<file path="config.mk">
export PLATFORM = sky130hd
export DESIGN_NAME = m_axi_lite_flat
export DESIGN_NICKNAME = d
export VERILOG_FILES = /design/src/rtl/m_axi_lite_if.sv /design/src/rtl/m_axi_lite.sv /design/src/flat_wrapper.sv
export SDC_FILE = /design/constraint.sdc
export NUM_CORES = 1
export LEC_CHECK = 0
export BUFFER_PORTS_ARGS = -buffer_cell sky130_fd_sc_hd__buf_2
export CORE_MARGIN = 2
export CORE_UTILIZATION = 44
export DETAILED_ROUTE_END_ITERATION = 8
export PLACE_DENSITY = 0.79
export SETUP_SLACK_MARGIN = 0.1
export SYNTH_ARGS = -nofsm -noshare
export SYNTH_HDL_FRONTEND = slang
export SYNTH_SLANG_ARGS = --single-unit
</file>
<file path="constraint.sdc">
create_clock -name M_AXI_ACLK -period 1.7 [get_ports M_AXI_ACLK]
set_clock_uncertainty 0.1 [all_clocks]
set_input_delay 0.085 -clock M_AXI_ACLK [delete_from_list [all_inputs] [get_ports M_AXI_ACLK]]
set_output_delay 0.085 -clock M_AXI_ACLK [all_outputs]
set_load 0.03 [all_outputs]
</file>
<file path="src/rtl/m_axi_lite_if.sv">
// AXI4-Lite channel bundle (AW/W/B/AR/R) shared by m_axi_lite and its slave counterpart.
interface m_axi_lite_if #(
  parameter int unsigned P_M_AXI_DATA_WIDTH = 32,
  parameter int unsigned P_M_AXI_ADDR_WIDTH = 4
);
  logic [P_M_AXI_ADDR_WIDTH-1:0]   AWADDR;
  logic [2:0]                      AWPROT;
  logic                            AWVALID;
  logic                            AWREADY;
  logic [P_M_AXI_DATA_WIDTH-1:0]   WDATA;
  logic [P_M_AXI_DATA_WIDTH/8-1:0] WSTRB;
  logic                            WVALID;
  logic                            WREADY;
  logic [1:0]                      BRESP;
  logic                            BVALID;
  logic                            BREADY;
  logic [P_M_AXI_ADDR_WIDTH-1:0]   ARADDR;
  logic [2:0]                      ARPROT;
  logic                            ARVALID;
  logic                            ARREADY;
  logic [P_M_AXI_DATA_WIDTH-1:0]   RDATA;
  logic [1:0]                      RRESP;
  logic                            RVALID;
  logic                            RREADY;

  modport master (
    output AWADDR, AWPROT, AWVALID,
    input  AWREADY,
    output WDATA, WSTRB, WVALID,
    input  WREADY,
    input  BRESP, BVALID,
    output BREADY,
    output ARADDR, ARPROT, ARVALID,
    input  ARREADY,
    input  RDATA, RRESP, RVALID,
    output RREADY
  );

  modport slave (
    input  AWADDR, AWPROT, AWVALID,
    output AWREADY,
    input  WDATA, WSTRB, WVALID,
    output WREADY,
    output BRESP, BVALID,
    input  BREADY,
    input  ARADDR, ARPROT, ARVALID,
    output ARREADY,
    output RDATA, RRESP, RVALID,
    input  RREADY
  );
endinterface

</file>
<file path="src/rtl/m_axi_lite.sv">
// Single-outstanding AXI4-Lite master: local cmd/rsp port to AW/W/B/AR/R channels.
// Optional non-OKAY response counter (err_cnt port) enabled by `define M_AXI_LITE_ERRCNT_EN.
module m_axi_lite #(
  parameter int unsigned P_M_AXI_DATA_WIDTH = 32,
  parameter int unsigned P_M_AXI_ADDR_WIDTH = 4
) (
  input  logic                            M_AXI_ACLK,
  input  logic                            M_AXI_ARESET,
  input  logic                            cmd_valid,
  output logic                            cmd_ready,
  input  logic                            cmd_we,
  input  logic [P_M_AXI_ADDR_WIDTH-1:0]   cmd_addr,
  input  logic [P_M_AXI_DATA_WIDTH-1:0]   cmd_wdata,
  input  logic [P_M_AXI_DATA_WIDTH/8-1:0] cmd_wstrb,
  output logic                            rsp_valid,
  input  logic                            rsp_ready,
  output logic                            rsp_we,
  output logic [P_M_AXI_DATA_WIDTH-1:0]   rsp_rdata,
  output logic [1:0]                      rsp_resp,
`ifdef M_AXI_LITE_ERRCNT_EN
  output logic [15:0]                     err_cnt,
`endif
  m_axi_lite_if.master                    m_axi
);

  localparam logic [2:0] ST_IDLE   = 3'd0;
  localparam logic [2:0] ST_WRITE  = 3'd1;
  localparam logic [2:0] ST_WRESP  = 3'd2;
  localparam logic [2:0] ST_READ_A = 3'd3;
  localparam logic [2:0] ST_READ_D = 3'd4;
  localparam logic [2:0] ST_RESP   = 3'd5;

  logic [2:0]                      state;
  logic [P_M_AXI_ADDR_WIDTH-1:0]   awaddr_q;
  logic                            awvalid_q;
  logic [P_M_AXI_DATA_WIDTH-1:0]   wdata_q;
  logic [P_M_AXI_DATA_WIDTH/8-1:0] wstrb_q;
  logic                            wvalid_q;
  logic                            bready_q;
  logic [P_M_AXI_ADDR_WIDTH-1:0]   araddr_q;
  logic                            arvalid_q;
  logic                            rready_q;
  logic                            aw_clear;
  logic                            w_clear;

  assign m_axi.AWADDR  = awaddr_q;
  assign m_axi.AWPROT  = '0;
  assign m_axi.AWVALID = awvalid_q;
  assign m_axi.WDATA   = wdata_q;
  assign m_axi.WSTRB   = wstrb_q;
  assign m_axi.WVALID  = wvalid_q;
  assign m_axi.BREADY  = bready_q;
  assign m_axi.ARADDR  = araddr_q;
  assign m_axi.ARPROT  = '0;
  assign m_axi.ARVALID = arvalid_q;
  assign m_axi.RREADY  = rready_q;

  // A channel counts as done once its VALID has dropped or is handshaking this cycle.
  always_comb begin
    aw_clear  = ~awvalid_q | m_axi.AWREADY;
    w_clear   = ~wvalid_q  | m_axi.WREADY;
    cmd_ready = (state == ST_IDLE) && !M_AXI_ARESET;
  end

  always_ff @(posedge M_AXI_ACLK) begin
    if (M_AXI_ARESET) begin
      state     <= ST_IDLE;
      awaddr_q  <= '0;
      awvalid_q <= 1'b0;
      wdata_q   <= '0;
      wstrb_q   <= '0;
      wvalid_q  <= 1'b0;
      bready_q  <= 1'b0;
      araddr_q  <= '0;
      arvalid_q <= 1'b0;
      rready_q  <= 1'b0;
      rsp_valid <= 1'b0;
      rsp_we    <= 1'b0;
      rsp_rdata <= '0;
      rsp_resp  <= '0;
    end else begin
      case (state)
        ST_IDLE: begin
          if (cmd_valid) begin
            if (cmd_we) begin
              awaddr_q  <= cmd_addr;
              wdata_q   <= cmd_wdata;
              wstrb_q   <= cmd_wstrb;
              awvalid_q <= 1'b1;
              wvalid_q  <= 1'b1;
              state     <= ST_WRITE;
            end else begin
              araddr_q  <= cmd_addr;
              arvalid_q <= 1'b1;
              state     <= ST_READ_A;
            end
          end
        end
        ST_WRITE: begin
          if (awvalid_q && m_axi.AWREADY) awvalid_q <= 1'b0;
          if (wvalid_q && m_axi.WREADY)   wvalid_q  <= 1'b0;
          if (aw_clear && w_clear) begin
            bready_q <= 1'b1;
            state    <= ST_WRESP;
          end
        end
        ST_WRESP: begin
          if (m_axi.BVALID) begin
            bready_q  <= 1'b0;
            rsp_valid <= 1'b1;
            rsp_we    <= 1'b1;
            rsp_rdata <= '0;
            rsp_resp  <= m_axi.BRESP;
            state     <= ST_RESP;
          end
        end
        ST_READ_A: begin
          if (m_axi.ARREADY) begin
            arvalid_q <= 1'b0;
            rready_q  <= 1'b1;
            state     <= ST_READ_D;
          end
        end
        ST_READ_D: begin
          if (m_axi.RVALID) begin
            rready_q  <= 1'b0;
            rsp_valid <= 1'b1;
            rsp_we    <= 1'b0;
            rsp_rdata <= m_axi.RDATA;
            rsp_resp  <= m_axi.RRESP;
            state     <= ST_RESP;
          end
        end
        ST_RESP: begin
          if (rsp_ready) begin
            rsp_valid <= 1'b0;
            state     <= ST_IDLE;
          end
        end
        default: state <= ST_IDLE;
      endcase
    end
  end

`ifdef M_AXI_LITE_ERRCNT_EN
  logic resp_err;

  always_comb begin
    resp_err = (bready_q && m_axi.BVALID && (m_axi.BRESP != 2'b00)) ||
               (rready_q && m_axi.RVALID && (m_axi.RRESP != 2'b00));
  end

  always_ff @(posedge M_AXI_ACLK) begin
    if (M_AXI_ARESET) begin
      err_cnt <= '0;
    end else if (resp_err && (err_cnt != 16'hFFFF)) begin
      err_cnt <= err_cnt + 16'd1;
    end
  end
`endif

endmodule
</file>
<file path="src/flat_wrapper.sv">
// flat-port wrapper written by rule: the top's interface ports become plain ports
module m_axi_lite_flat 
#(
  parameter int unsigned P_M_AXI_DATA_WIDTH = 32,
  parameter int unsigned P_M_AXI_ADDR_WIDTH = 4
)
  (M_AXI_ACLK, M_AXI_ARESET, cmd_valid, cmd_ready, cmd_we, cmd_addr, cmd_wdata, cmd_wstrb, rsp_valid, rsp_ready, rsp_we, rsp_rdata, rsp_resp, m_axi_AWADDR, m_axi_AWPROT, m_axi_AWVALID, m_axi_AWREADY, m_axi_WDATA, m_axi_WSTRB, m_axi_WVALID, m_axi_WREADY, m_axi_BRESP, m_axi_BVALID, m_axi_BREADY, m_axi_ARADDR, m_axi_ARPROT, m_axi_ARVALID, m_axi_ARREADY, m_axi_RDATA, m_axi_RRESP, m_axi_RVALID, m_axi_RREADY);
  m_axi_lite_if #(.P_M_AXI_DATA_WIDTH(P_M_AXI_DATA_WIDTH), .P_M_AXI_ADDR_WIDTH(P_M_AXI_ADDR_WIDTH)) m_axi_i ();
  input  logic M_AXI_ACLK;
  input  logic M_AXI_ARESET;
  input  logic cmd_valid;
  output logic cmd_ready;
  input  logic cmd_we;
  input  logic [P_M_AXI_ADDR_WIDTH-1:0] cmd_addr;
  input  logic [P_M_AXI_DATA_WIDTH-1:0] cmd_wdata;
  input  logic [P_M_AXI_DATA_WIDTH/8-1:0] cmd_wstrb;
  output logic rsp_valid;
  input  logic rsp_ready;
  output logic rsp_we;
  output logic [P_M_AXI_DATA_WIDTH-1:0] rsp_rdata;
  output logic [1:0] rsp_resp;
  output wire logic [$bits(m_axi_i.AWADDR)-1:0] m_axi_AWADDR;
  output wire logic [$bits(m_axi_i.AWPROT)-1:0] m_axi_AWPROT;
  output wire logic [$bits(m_axi_i.AWVALID)-1:0] m_axi_AWVALID;
  input wire logic [$bits(m_axi_i.AWREADY)-1:0] m_axi_AWREADY;
  output wire logic [$bits(m_axi_i.WDATA)-1:0] m_axi_WDATA;
  output wire logic [$bits(m_axi_i.WSTRB)-1:0] m_axi_WSTRB;
  output wire logic [$bits(m_axi_i.WVALID)-1:0] m_axi_WVALID;
  input wire logic [$bits(m_axi_i.WREADY)-1:0] m_axi_WREADY;
  input wire logic [$bits(m_axi_i.BRESP)-1:0] m_axi_BRESP;
  input wire logic [$bits(m_axi_i.BVALID)-1:0] m_axi_BVALID;
  output wire logic [$bits(m_axi_i.BREADY)-1:0] m_axi_BREADY;
  output wire logic [$bits(m_axi_i.ARADDR)-1:0] m_axi_ARADDR;
  output wire logic [$bits(m_axi_i.ARPROT)-1:0] m_axi_ARPROT;
  output wire logic [$bits(m_axi_i.ARVALID)-1:0] m_axi_ARVALID;
  input wire logic [$bits(m_axi_i.ARREADY)-1:0] m_axi_ARREADY;
  input wire logic [$bits(m_axi_i.RDATA)-1:0] m_axi_RDATA;
  input wire logic [$bits(m_axi_i.RRESP)-1:0] m_axi_RRESP;
  input wire logic [$bits(m_axi_i.RVALID)-1:0] m_axi_RVALID;
  output wire logic [$bits(m_axi_i.RREADY)-1:0] m_axi_RREADY;
  assign m_axi_AWADDR = m_axi_i.AWADDR;
  assign m_axi_AWPROT = m_axi_i.AWPROT;
  assign m_axi_AWVALID = m_axi_i.AWVALID;
  assign m_axi_i.AWREADY = m_axi_AWREADY;
  assign m_axi_WDATA = m_axi_i.WDATA;
  assign m_axi_WSTRB = m_axi_i.WSTRB;
  assign m_axi_WVALID = m_axi_i.WVALID;
  assign m_axi_i.WREADY = m_axi_WREADY;
  assign m_axi_i.BRESP = m_axi_BRESP;
  assign m_axi_i.BVALID = m_axi_BVALID;
  assign m_axi_BREADY = m_axi_i.BREADY;
  assign m_axi_ARADDR = m_axi_i.ARADDR;
  assign m_axi_ARPROT = m_axi_i.ARPROT;
  assign m_axi_ARVALID = m_axi_i.ARVALID;
  assign m_axi_i.ARREADY = m_axi_ARREADY;
  assign m_axi_i.RDATA = m_axi_RDATA;
  assign m_axi_i.RRESP = m_axi_RRESP;
  assign m_axi_i.RVALID = m_axi_RVALID;
  assign m_axi_RREADY = m_axi_i.RREADY;
  m_axi_lite #(.P_M_AXI_DATA_WIDTH(P_M_AXI_DATA_WIDTH), .P_M_AXI_ADDR_WIDTH(P_M_AXI_ADDR_WIDTH)) u_core (.M_AXI_ACLK(M_AXI_ACLK), .M_AXI_ARESET(M_AXI_ARESET), .cmd_valid(cmd_valid), .cmd_ready(cmd_ready), .cmd_we(cmd_we), .cmd_addr(cmd_addr), .cmd_wdata(cmd_wdata), .cmd_wstrb(cmd_wstrb), .rsp_valid(rsp_valid), .rsp_ready(rsp_ready), .rsp_we(rsp_we), .rsp_rdata(rsp_rdata), .rsp_resp(rsp_resp), .m_axi(m_axi_i));
endmodule
</file>
==> results.txt, run 1 <==
Tcrit/Tclk final: 0.909
Row count: 31
EDFF count, synth: 0
Synthesized flop and latch total: 88
Antenna diode count: 0
Flop pwr share: 0.416
CP endpoint kind: primary output
Clock transition at path regs: 0.09 ns
Yosys warns: 0
Tmin final: 1.55 ns
Worst path max stage delay: 0.37 ns
Initial antenna violation count: 0
Fin. max-slew vios: 0
Combinational share of power: 0.347
Fmax: 0.647 GHz
CP startpoint kind: flop
Overflow after GRT: 0
WP buf/inv: 2
Worst Hold End: u_core.rsp_resp[0]$_SDFFE_PP0P_
Top delay family on crit path: buffers and inverters
Hold Startpoint: m_axi_RRESP[0]
Die area: 0.00818 mm^2
Crit path cell chain: buf_4 > nor4_2 > buf_4
RSZ-0062 raised after global routing: true
Initial Utilization: 0.453
Largest net degree at the start of global routing: 35
Critical Path AT: 1.36 ns
R2R depth: 5
Total CTS buffers: 9
Tightest Pin Transition: 0.558 ns
Slowest CP cell: dfxtp_2
# clock sinks: 88
DP Area: 0.00425 mm^2
Pre-CTS setup slack: 0.146 ns
Crit-path max FO: 12
Worst min-delay path class: input pin to flop
Avg Synthesized Cell Area: 8.67 um^2
Mapped Area: 0.00329 mm^2
First DRT Iteration DRCs: 181
Deepest clock path buffer count: 2
DRT Pass-1 Iters: 5
Final WS setup: 0.154 ns
Most used cell, CP: buf_4
First-pass GRT wire length: 17,300 um
# DRC: 0
Fin nets: 706
Share of layout cells above drive strength 1: 0.333
Post-synth top flop: dfxtp_1
Leakage power: 2.44 nW
Mapped Cells: 379
Final setup viols: 0
Critical path data required time: 1.51 ns
Die Y-Extent: 90.4 um
Max Cap Viol: 0
Vias: 3,627
NetSw: 2.12 mW
Clk_lat worst skew: 0.34 ns
WHS Path Cells: 4
Horiz. Die Dim: 90.4 um
All-layer global routing usage: 0.260
Internal power: 3.80 mW
Clock network fraction of design power: 0.237
CTS tree: yes
RR Endpoint: u_core.m_axi.WDATA[18]$_SDFFE_PP0P_
Status: finished, final reports clean
Maximum vdd drop: 0.578 mV
Vias in the first global route: 3,498
Sw Share: 0.358
Ys async rst share: 0
H-Tree Depth: 3
RR Startpoint: u_core.state[2]$_SDFFE_PP0P_
Io pins: 178
Root Driver: clkbuf_8
Critical path startpoint: u_core.state[0]$_SDFFE_PP0P_
PwrDens: 1140 mW/mm^2
Vias per std cell: 5.02
R2R Setup Slk: 0.19 ns
Gpl congestion: 0.782
Rel. slew slack: 0.628
Placeable Area: 0.00725 mm^2
Final hold viol count: 0
Post-DRT Antenna Nets: 0
# port buffers: 171
Setup TNS: 0 ns
Synth cell types: 32
Area Overhead vs Synth: 58.0%
Critical path class: flop to primary output
Wire per inst: 14.7 um
Dpl hpwl: 6150 um
Routed WL: 10,600 um
Seq/Total Area, Yosys: 0.536
Final instance area: 0.00519 mm^2
==> Yosys cell counts, types with 3 or more instances <==
library cell / number / area share
dfxtp_1: 88 / 0.54
nand2_1: 84 / 0.096
a21oi_1: 45 / 0.069
nor2_1: 44 / 0.050
a22oi_1: 33 / 0.075
clkbuf_1: 13 / 0.015
buf_4: 11 / 0.025
buf_2: 10 / 0.015
mux2i_1: 10 / 0.030
inv_1: 4 / 0.0046
nand2b_1: 4 / 0.0076
nand3_1: 4 / 0.0061
o21ai_0: 4 / 0.0061
a21o_1: 3 / 0.0069
==> stage by stage <==
stage / util / std cells / hold WS, ns / power, mW
after detailed placement: 0.586 / 633 / 0.233 / 4.39
after global placement: 0.586 / 633 / 0.227 / 4.35
after global routing: 0.716 / 723 / 0.0276 / 6.23
after CTS: 0.716 / 723 / 0.00603 / 5.92
after floorplan: - / 384 / 0.101 / 3.85
final: 0.716 / 723 / 0.0204 / 5.93
==> sequential cells by signal, summed over array words and instances, names as in the netlist <==
| name | cells |
|---|---|
| u_core.m_axi.WDATA | 32 |
| u_core.rsp_rdata | 32 |
| u_core.m_axi.ARADDR | 4 |
| u_core.m_axi.AWADDR | 4 |
| u_core.m_axi.WSTRB | 4 |
| u_core.state | 3 |
| u_core.rsp_resp | 2 |
| u_core.m_axi.ARVALID | 1 |
| u_core.m_axi.AWVALID | 1 |
| u_core.m_axi.BREADY | 1 |
| u_core.m_axi.RREADY | 1 |
| u_core.m_axi.WVALID | 1 |
| u_core.rsp_valid | 1 |
| u_core.rsp_we | 1 |
==> final cells by class <==
type,count,area (um^2)
fillers,508,2060
repair buffers,261,1770
flip-flops and latches,88,1760
multi-input cells,256,1330
clock buffers,12,145
well taps,99,124
clock inverters,3,42.5
inverters,4,15.0
==> cell usage in the layout, fill, tap and decap left out, drive strengths merged, types with 2 or more instances in the layout <==
| cell | count |
|---|---|
| nor3b | 2 |
| a22oi | 33 |
| a21oi | 45 |
| nor2 | 45 |
| nor3 | 3 |
| nand3b | 2 |
| dlygate4sd3 | 75 |
| buf | 186 |
| dfxtp | 88 |
| mux2i | 10 |
| clkbuf | 12 |
| conb | 6 |
| nand2b | 4 |
| o21ai | 4 |
| a21o | 3 |
| nand3 | 4 |
| mux2 | 2 |
| nand2 | 84 |
| inv | 4 |
==> worst min-delay path, cell delays in order <==
cell     delay, ns
buf_2         0.07
mux2_2        0.13
mux2i_1       0.06
nor2_1        0.09
==> cells by family (layout without fill, tap and decap cells) <==
group / after synthesis / count (layout) / share of synthesized area
buf+inv: 40 / 280 / 0.0666
mux: 12 / 12 / 0.0373
flops: 88 / 88 / 0.536
other cells: 1 / 6 / 0.00114
compound gates: 91 / 91 / 0.174
simple gates: 147 / 147 / 0.185
==> per-layer routing <==
layer,global-route usage,share of wire
met5,0,0
met4,0.0974,0.020
met3,0.0810,0.094
met2,0.438,0.48
met1,0.311,0.40
==> power by group through the flow <==
stage	clock network (mW)	registers [mW]	logic [mW]
2_1_floorplan	0	2.88	0.963
4_1_cts	1.43	2.46	2.03
5_1_grt	1.51	2.50	2.22
6_report	1.40	2.47	2.05
3_3_place_gp	0	2.49	1.86
3_5_place_dp	0	2.50	1.89
==> worst max path at each step <==
stage,slack (ns),depth (start not counted),endpoint
floorplan,0.25,7,u_core.rsp_rdata[0]$_SDFFE_PP0P_
global placement,0.23,4,u_core.rsp_resp[1]$_SDFFE_PP0P_
detailed placement,0.15,4,u_core.rsp_resp[0]$_SDFFE_PP0P_
CTS,0.11,3,cmd_ready
global route,0.08,3,cmd_ready
finish,0.15,3,cmd_ready
==> what timing repair did <==
item / CTS / global route
gates resized for setup: 1 / 2
hold buffers: 75 / 0
endpoints found under the hold margin: 80 / 0
endpoints found under the setup margin: 1 / 38
setup buffers: 0 / 0
(Power assumes the default switching activity.)
==> run 2: changes to the inputs <==
- CORE_ASPECT_RATIO: not set -> 0.6
==> run 2 against run 1 <==
Clock power rose by 51%. Global-route usage fell by 0.25 points. Register-to-register slack improved by 0.02 ns. Cell area rose by 3.2%. Cell count rose by 0.55%. Via count fell by 0.50%. Critical path depth did not move.
==> results.txt, run 2 (synthesis results as in run 1) <==
Vias: 3,609 (-0.50%)
Top delay family on crit path: buffers and inverters
PwrDens: 1250 mW/mm^2 (+9.8%)
Levels on crit path: 3 (unchanged)
RR Startpoint: u_core.state[1]$_SDFFE_PP0P_
Flop pwr share: 0.373 (-0.043)
Critical path data required time: 1.51 ns (about the same)
Tmin final: 1.51 ns (-0.0362 ns)
Final setup viols: 0 (unchanged)
Fin. max-slew vios: 0 (unchanged)
Clock network fraction of design power: 0.314 (+0.077)
Slowest CP cell: dfxtp_2
RSZ-0062 raised after global routing: false
Status: finished, final reports clean
Root Driver: clkbuf_16
H-Tree Depth: 3 (unchanged)
Worst min-delay path class: input pin to flop
Final hold viol count: 0 (unchanged)
CTS tree: yes
Critical Path AT: 1.32 ns (-0.04 ns)
Horiz. Die Dim: 116 um (+28%)
NetSw: 2.25 mW (+6.3%)
Final instance area: 0.00536 mm^2 (+3.2%)
Critical path class: flop to primary output
Vias per std cell: 4.96 (-1.0%)
Post-DRT Antenna Nets: 0 (unchanged)
Commonest cells after routing, fill and taps aside: buf_2, dfxtp_1, nand2_1, dlygate4sd3_1, a21oi_1
Die area: 0.00820 mm^2 (+0.28%)
Most common cell after layout, fill and taps aside: buf_2
Placeable Area: 0.00724 mm^2 (-0.22%)
Antenna diode count: 0 (unchanged)
All-layer global routing usage: 0.257 (-0.00251)
Critical path startpoint: u_core.state[0]$_SDFFE_PP0P_
Total CTS buffers: 9 (unchanged)
Die Y-Extent: 71.0 um (-22%)
Postcts setup bufs: 0 (unchanged)
R2R Setup Slk: 0.21 ns (+0.02 ns)
Gpl congestion: 0.835 (+6.8%)
Internal power: 4.46 mW (+17%)
CP endpoint kind: primary output
First-pass GRT wire length: 16,300 um (-5.3%)
Fin nets: 704 (-0.28%)
# clock sinks: 88 (unchanged)
DP Area: 0.00423 mm^2 (-0.38%)
Tcrit/Tclk final: 0.888 (-0.0213)
Wire per inst: 14.9 um (+1.3%)
# port buffers: 171 (unchanged)
Leakage power: 2.50 nW (+2.5%)
Worst path max stage delay: 0.37 ns (about the same)
Initial antenna violation count: 0 (unchanged)
Combinational share of power: 0.313 (-0.034)
DRT Pass-1 Iters: 5 (unchanged)
Crit-path max FO: 9 (-3)
R2R depth: 5 (unchanged)
Setup TNS: 0 ns (unchanged)
Overflow after GRT: 0 (unchanged)
Fmax: 0.662 GHz (+2.4%)
Initial Utilization: 0.454 (+0.00102)
Deepest clock path buffer count: 2 (unchanged)
Row count: 24 (-23%)
Share of layout cells above drive strength 1: 0.339 (+0.00535)
WP buf/inv: 2 (unchanged)
Largest net degree at the start of global routing: 43 (+23%)
Critical Path End: cmd_ready
Vias in the first global route: 3,538 (+1.1%)
Crit path cell chain: buf_4 > nor4_4 > buf_4
Dpl hpwl: 6100 um (-0.78%)
Io pins: 178 (unchanged)
Max Cap Viol: 0 (unchanged)
Clock transition at path regs: 0.06 ns (-0.03 ns)
Maximum vdd drop: 0.806 mV (+39%)
CP startpoint kind: flop
Fillcell total: 493 (-3.0%)
Sw Share: 0.336 (-0.0223)
Most used cell, CP: buf_4
First DRT Iteration DRCs: 228 (+26%)
Routed WL: 10,800 um (+1.9%)
Clk_lat worst skew: 0.33 ns (about the same)
RR Endpoint: u_core.rsp_rdata[23]$_SDFFE_PP0P_
Area Overhead vs Synth: 63.0%
# DRC: 0 (unchanged)
[run 2: cell types whose count changed in the layout (fill, tap and decap cells not counted), sizes merged]
cell	change
buf	-3
bufinv	+1
clkinvlp	+1
[run 2: worst min-delay path by stage]
stage,startpoint,end,slack [ns],depth (start not counted)
2_1_floorplan,m_axi_BVALID,u_core.m_axi.BREADY$_SDFFE_PP0P_,0.10,1
3_3_place_gp,cmd_wdata[25],u_core.m_axi.WDATA[25]$_SDFFE_PP0P_,0.23,3
3_5_place_dp,cmd_wstrb[0],u_core.m_axi.WSTRB[0]$_SDFFE_PP0P_,0.23,3
4_1_cts,m_axi_WREADY,u_core.m_axi.WVALID$_SDFFE_PP0P_,0.007,4
5_1_grt,m_axi_BRESP[0],u_core.rsp_resp[0]$_SDFFE_PP0P_,0.05,4
6_report,m_axi_AWREADY,u_core.m_axi.AWVALID$_SDFFE_PP0P_,0.02,4
[run 2: cell type report]
class / instances / area (um^2) / area share
timing repair buffer: 259 / 1770 / 0.331
inverter: 4 / 15.0 / 0.00280
clock inverter: 5 / 80.1 / 0.0149
clock buffer: 11 / 243 / 0.0453
tap: 104 / 130 / 0.0243
sequential: 88 / 1770 / 0.330
multi-input combinational: 256 / 1350 / 0.252
[run 2: tightest hold or removal path, stage by stage]
cell	delay (ns)
buf_2	0.07
inv_1	0.03
o21ai_0	0.15
a21oi_1	0.06
[run 2: through the flow]
stage                     total power, mW   util  std cells  setup slack (ns)  hold slack [ns]
after floorplan                      3.85      -        384             0.252            0.101
after global placement               4.34  0.585        635             0.143            0.226
after detailed placement             4.39  0.585        635            0.0785            0.231
after CTS                            6.65  0.734        726             0.154          0.00676
after global routing                 7.05  0.740        727             0.109           0.0463
final                                6.71  0.740        727             0.190           0.0248
[run 2: repair_timing]
item                       in CTS  in global routing
gates resized for setup         4                  5
pin swaps                       0                  0
hold endpoints to repair       79                  0
setup endpoints to repair      27                 26
gates cloned                    0                  1
hold buffers                   75                  0
[run 2: per-layer routing]
metal  global-route usage  up-vias  share of wire
met5                    0        -              0
met4               0.0937        0         0.0098
met3               0.0874       14          0.069
met2                0.455      140           0.51
met1                0.289     1695           0.41
li1                     -     1760              -
[run 2: power groups by stage]
stage	registers (mW)	clock network (mW)	logic, mW
global route	2.54	2.24	2.26
floorplan	2.88	0	0.963
global placement	2.51	0	1.83
CTS	2.49	2.16	2.01
finish	2.51	2.11	2.10
detailed placement	2.52	0	1.86
